**src/rtl/press_counter.sv**
```systemverilog
// press_counter: press-event detector with decimal (BCD) press count and auto-repeat.
// Sits after the debouncer. It counts rising edges of the debounced level. A held
// switch counts again after HOLD_CYCLES, then once every REPEAT_CYCLES.
// Ports:
//   clk    in   system clock, rising edge
//   reset  in   asynchronous active-low reset
//   db     in   debounced switch level (1 = pressed), synchronous to clk
//   clr    in   synchronous count clear; overrides a coincident increment
//   bcd    out  4*DIGITS-bit BCD count, digit 0 in bits [3:0]
//   inc    out  one-cycle strobe after every increment
//   wrap   out  one-cycle strobe after all-nines rolls to zero
//   state  out  FSM state for debug: 0 IDLE, 1 PRESSED, 2 REPEAT
module press_counter #(
  parameter int unsigned DIGITS        = 2,
  parameter int unsigned HOLD_CYCLES   = 20,
  parameter int unsigned REPEAT_CYCLES = 5
) (
  input  logic                  clk,
  input  logic                  reset,
  input  logic                  db,
  input  logic                  clr,
  output logic [4*DIGITS-1:0]   bcd,
  output logic                  inc,
  output logic                  wrap,
  output logic [1:0]            state
);

  localparam int unsigned BW   = 4 * DIGITS;
  localparam int unsigned TMAX = (HOLD_CYCLES > REPEAT_CYCLES) ? HOLD_CYCLES : REPEAT_CYCLES;
  localparam int unsigned TW   = (TMAX > 2) ? $clog2(TMAX) : 1;

  typedef enum logic [1:0] {
    IDLE    = 2'd0,
    PRESSED = 2'd1,
    REPEAT  = 2'd2
  } state_e;

  state_e          state_q;
  logic [TW-1:0]   t_q;
  logic            db_prev_q;
  logic [BW-1:0]   bcd_q;
  logic [BW-1:0]   bcd_d;
  logic            inc_q;
  logic            wrap_q;
  logic            carry_out_c;
  logic            inc_ev_c;

  // Increment event for this edge; never on a release edge because db must be 1.
  always_comb begin
    inc_ev_c = 1'b0;
    unique case (state_q)
      IDLE:    inc_ev_c = db && !db_prev_q;
      PRESSED: inc_ev_c = db && (t_q == TW'(HOLD_CYCLES - 1));
      REPEAT:  inc_ev_c = db && (t_q == TW'(REPEAT_CYCLES - 1));
      default: inc_ev_c = 1'b0;
    endcase
  end

  // Ripple BCD increment; a carry out of the top digit means all-nines rolled over.
  always_comb begin
    logic       carry;
    logic [3:0] digit;
    bcd_d = bcd_q;
    carry = 1'b1;
    for (int unsigned i = 0; i < DIGITS; i++) begin
      digit = bcd_q[4*i +: 4];
      if (carry) begin
        if (digit == 4'd9) begin
          bcd_d[4*i +: 4] = 4'd0;
        end else begin
          bcd_d[4*i +: 4] = digit + 4'd1;
          carry           = 1'b0;
        end
      end
    end
    carry_out_c = carry;
  end

  // FSM, timer and count; clr only touches the count path.
  always_ff @(posedge clk or negedge reset) begin
    if (!reset) begin
      state_q   <= IDLE;
      t_q       <= '0;
      db_prev_q <= 1'b1;  // a switch held across reset release is not a new press
      bcd_q     <= '0;
      inc_q     <= 1'b0;
      wrap_q    <= 1'b0;
    end else begin
      db_prev_q <= db;
      inc_q     <= 1'b0;
      wrap_q    <= 1'b0;

      if (clr) begin
        bcd_q <= '0;
      end else if (inc_ev_c) begin
        bcd_q  <= bcd_d;
        inc_q  <= 1'b1;
        wrap_q <= carry_out_c;
      end

      unique case (state_q)
        IDLE: begin
          if (db && !db_prev_q) begin
            state_q <= PRESSED;
            t_q     <= '0;
          end
        end
        PRESSED: begin
          if (!db) begin
            state_q <= IDLE;
            t_q     <= '0;
          end else if (t_q == TW'(HOLD_CYCLES - 1)) begin
            state_q <= REPEAT;
            t_q     <= '0;
          end else begin
            t_q <= t_q + TW'(1);
          end
        end
        REPEAT: begin
          if (!db) begin
            state_q <= IDLE;
            t_q     <= '0;
          end else if (t_q == TW'(REPEAT_CYCLES - 1)) begin
            t_q <= '0;
          end else begin
            t_q <= t_q + TW'(1);
          end
        end
        default: begin
          state_q <= IDLE;
          t_q     <= '0;
        end
      endcase
    end
  end

  assign bcd   = bcd_q;
  assign inc   = inc_q;
  assign wrap  = wrap_q;
  assign state = state_q;

endmodule

```
**config.mk**
```make
export PLATFORM = sky130hd
export DESIGN_NAME = press_counter
export DESIGN_NICKNAME = d
export VERILOG_FILES = /design/src/rtl/press_counter.sv
export SDC_FILE = /design/constraint.sdc
export NUM_CORES = 1
export LEC_CHECK = 0
export ABC_CLOCK_PERIOD_IN_PS = 2900
export CAP_MARGIN = 5
export CORE_MARGIN = 10
export CORE_UTILIZATION = 45
export DETAILED_ROUTE_END_ITERATION = 10
export PLACE_DENSITY_LB_ADDON = 0.25
export SETUP_SLACK_MARGIN = 0.3
export SYNTH_ARGS = -nofsm -noshare
export SYNTH_HDL_FRONTEND = slang
export SYNTH_SLANG_ARGS = --single-unit
```
**constraint.sdc**
```tcl
create_clock -name clk -period 2.9 [get_ports clk]
set_input_delay 0.58 -clock clk [delete_from_list [all_inputs] [get_ports clk]]
set_output_delay 0.58 -clock clk [all_outputs]
set_load 0.05 [all_outputs]
```
==> results by stage <==
Logic synthesis:
- The library cell occupying the most area in the post-synthesis netlist is dfrtp_1.
- The dominant combinational cell family by area after synthesis is simple AND/OR/NAND/NOR gates.
- After Yosys synthesis, full adders, half adders and majority gates account for 8.66% of the synthesized area.
- Ranked by total cell area, the synthesized netlist is headed by dfrtp_1, ha_1, nand2_1.
- The portion of synthesized cell area occupied by the leading cell type is 36.8%.
- The post-synthesis compound-gate area fraction is 21.6%.
- Counting flops with an async set or reset pin after synthesis yields a share of 100%.
- Yosys printed 0 warnings.
- In the post-synthesis netlist, the cell with the most instances is dfrtp_1.
- The net count after synthesis is 132.
- After synthesis the cells add up to 1160 um^2.
- The synthesized netlist devotes 22.6% of its cell area to simple gates.
- Counting distinct cell types in the post-synthesis netlist gives 37.
- The count of state elements after synthesis is 18.
- The fraction of synthesized cell area in xor and xnor cells is 0%.
- The share of the yosys chip area belonging to registers is 39.1%.
- The commonest cells after synthesis are dfrtp_1, nand2_1, ha_1, inv_1, nor2_1.
- Yosys mapped a number of flops with a built-in enable equal to 0.
- In this run the mean area of a mapped cell was 9.63 um^2.
- The portion of netlist area occupied by mux cells is 4.65%.
- The dominant synthesized flop cell is dfrtp_1.
- After technology mapping, the gate count stands at 120.

Pwr:
- In this run the static leakage power is 0.595 nW.
- Across the VDD grid, the largest voltage drop is 385 uV.
- Dividing total power by cell area gives a power density of 548 nW/um^2.

Die:
- The initial core utilization is 47.1%.
- After floorplanning, the core was divided into 18 placement rows.
- The x dimension of the die is 70.7 um.
- The die covers 5000 um^2.
- 16 I/O pins were placed.
- From bottom edge to top edge, the die measures 70.7 um.
- In this run the standard cell core region covers 2450 um^2.

Clock network:
- The number of buffers inserted by post-CTS setup repair is 0.
- The post-CTS clock slew at the launch and capture registers of the worst setup and hold paths is 110 ps.
- The CTS buffer count is 3.
- The clock sink count is 18.
- TritonCTS built the clock tree.
- The maximum level of the CTS H-tree is 1.
- The buffer cell driving the clock tree root is clkbuf_4.
- The clock latency at the later pin of the worst-skew pair is 300 ps.
- After clock tree synthesis, the repair step resized 0 gates.
- The maximum root-to-sink buffer count is 2.
- The total of hold buffers inserted after clock tree synthesis is 0.

Setup path:
- The largest single stage delay on the critical path is 850 ps.
- The cell type of the slowest stage on the worst timing path is clkdlybuf4s50_1.
- The worst register-to-register path ends at bcd[2]$_DFFE_PN0P_.
- The number of buffers and inverters on the critical path is 1.
- The number of cells on the worst reg-to-reg path is 6.
- The endpoint class of the critical path is an output port.
- The data required time of the critical path is 2320 ps.
- In this run the critical register-to-register path is launched from state[0]$_DFFE_PN0P_.
- The category of the worst setup path launch point is a flop.
- Of all nets on the critical path, the largest fanout is 8.
- The setup slack of the worst register-to-register path is 890 ps.
- The family of cells with the greatest summed delay on the critical path is buffers and inverters.
- Walking the worst path, the cells encountered are clkdlybuf4s50_1.
- The critical path class is reg -> out.
- The worst path arrival time is 1640 ps.

Min path:
- The worst-case hold path end point is wrap$_DFF_PN0_.
- The hold path depth is 1.
- The critical hold path startpoint is bcd[6]$_DFFE_PN0P_.
- The type of the tightest min-delay check is reg -> reg.

Final layout:
- 0 antenna diodes ended up in the layout.
- Cells with a size suffix above 1 make up 10.2% of the layout.
- The synthesis-to-finish area growth is 18.6%.
- For this run, the number of standard cells in the final layout without fillers is 167.
- At the end of the flow, the number of nets in the layout was 150.

Route:
- The routed design has 2.51 mm of wire.
- The number of vias in the routed layout is 945.
- The first TritonRoute pass finished after 4 iterations.
- For this run, design rule violations remaining after detail routing come to 0.
- The detailed router finished its first iteration with 45 violations.
- Dividing the detail-routed via count by the number of cells gives 5.66.
- In the final routed layout, each cell accounts on average for 15.0 um.
- In this run the remaining antenna-violating nets after routing total 0.

Global route:
- The initial antenna violation count is 0.
- Global routing consumed, over all layers together, 10.3% of the routing resources.
- The first global-routing pass estimated 4.26 mm of wire.
- The residual overflow from global routing is 0.
- The largest net degree at the start of global routing is 19.
- The via count of the first global-routing pass is 896.

Timing:
- The minimum period implied by the final worst setup slack is 2220 ps.
- The normalized max-slew margin is 46.4%.
- The worst setup skew after layout is 2.07 ps.
- The post-route worst setup slack is 683 ps.
- The sum of negative setup slack is 0 ps.
- The final-report max-slew violation count is 0.
- The final hold slack is 540 ps.
- Setup violations remaining at the end of the flow were counted as 0.
- Setup repair after global routing left no endpoint under its margin.
- The slew at the pin closest to its max-slew limit is 801 ps.
- The final hold violation count came to 0.
- The maximum frequency from static timing analysis is 0.451 GHz.
- The post-route fraction of the period consumed by the critical path is 76.5%.

Placement:
- Input and output buffers added on the ports amount to 15.
- The weighted congestion reported at the end of routability-driven placement is 0.751.
- The worst-case setup slack after placement is 682 ps.
- The wire-length estimate of the detail-placed layout is 1.95 mm.
- In this run, placement finished with an instance count of 163.

Run:
- The count of max-cap constraint violations is 0.

Status:
- The flow ran to the end, and the final reports show no timing, DRC or antenna violations.
==> through the flow <==
step	utilization [%]	area, um^2	total power [mW]
finish	55.9	1370	0.752
global route	55.9	1370	0.798
CTS	55.9	1370	0.762
detailed placement	54.4	1340	0.598
global placement	54.4	1340	0.589
floorplan	-	1160	0.512
==> metal layers <==
| metal | GRT usage [%] | share of wire [%] | vias up |
|---|---|---|---|
| met1 | 11.2 | 42 | 453 |
| met3 | 2.65 | 4.5 | 4 |
| met2 | 18.0 | 52 | 16 |
| li1 | - | - | 472 |
| met4 | 5.16 | 1.6 | 0 |
| met5 | 0 | 0 | - |
==> logic make-up after synthesis <==
logic type	count (synthesis)
AOI/OAI and AO/OA	33
muxes	5
adders and majority gates	8
DFF	18
and+or+nand+nor	46
buffers and inverters	10
==> layout by cell type, fill, tap and decap left out, drive strengths merged, types with 4 or more instances in the layout <==
cell type,synthesis,routed
a21oi,5,5
clkbuf,1,4
dfrtp,17,17
nor2,8,8
ha,8,8
and4bb,4,4
nand2,16,16
a211o,4,4
nand3,6,6
o21ai,8,8
inv,8,8
clkdlybuf4s50,0,15
o211ai,4,4
==> state kept, by name, indices dropped and copies added, names as in the netlist <==
register	flops
t_q	5
state	2
inc	1
wrap	1
bcd	8
db_prev_q	1
==> report_power, final <==
part | switching (mW) | leakage [nW] | internal [mW]
logic | 0.184 | 0.331 | 0.0991
clock network | 0.0819 | 0.0210 | 0.0766
registers | 0.0348 | 0.243 | 0.276
==> how the worst max path moves through the flow <==
stage | startpoint | to | slack [ps] | cells after the start
floorplan | state[0]$_DFFE_PN0P_ | bcd[2]$_DFFE_PN0P_ | 770 | 6
global placement | db | bcd[7]$_DFFE_PN0P_ | 730 | 5
detailed placement | db | bcd[5]$_DFFE_PN0P_ | 680 | 5
CTS | bcd[1]$_DFFE_PN0P_ | bcd[1] | 660 | 1
global route | bcd[1]$_DFFE_PN0P_ | bcd[1] | 620 | 1
finish | bcd[1]$_DFFE_PN0P_ | bcd[1] | 680 | 1
==> area by class of cell <==
type	count	area, um^2
clock buffers	4	36.3
fillers	231	1080
inverters	8	30.0
multi-input cells	92	666
flip-flops and latches	18	452
well taps	30	37.5
repair buffers	15	150
==> worst reg2reg max path, stage by stage (launching register included) <==
cell and delay [ps]:
dfrtp_1 450, inv_1 120, ha_1 280, and4bb_4 290, o21a_4 240, o211ai_2 180
mux2_1 350
No activity file was read; power rests on OpenSTA's default activity.
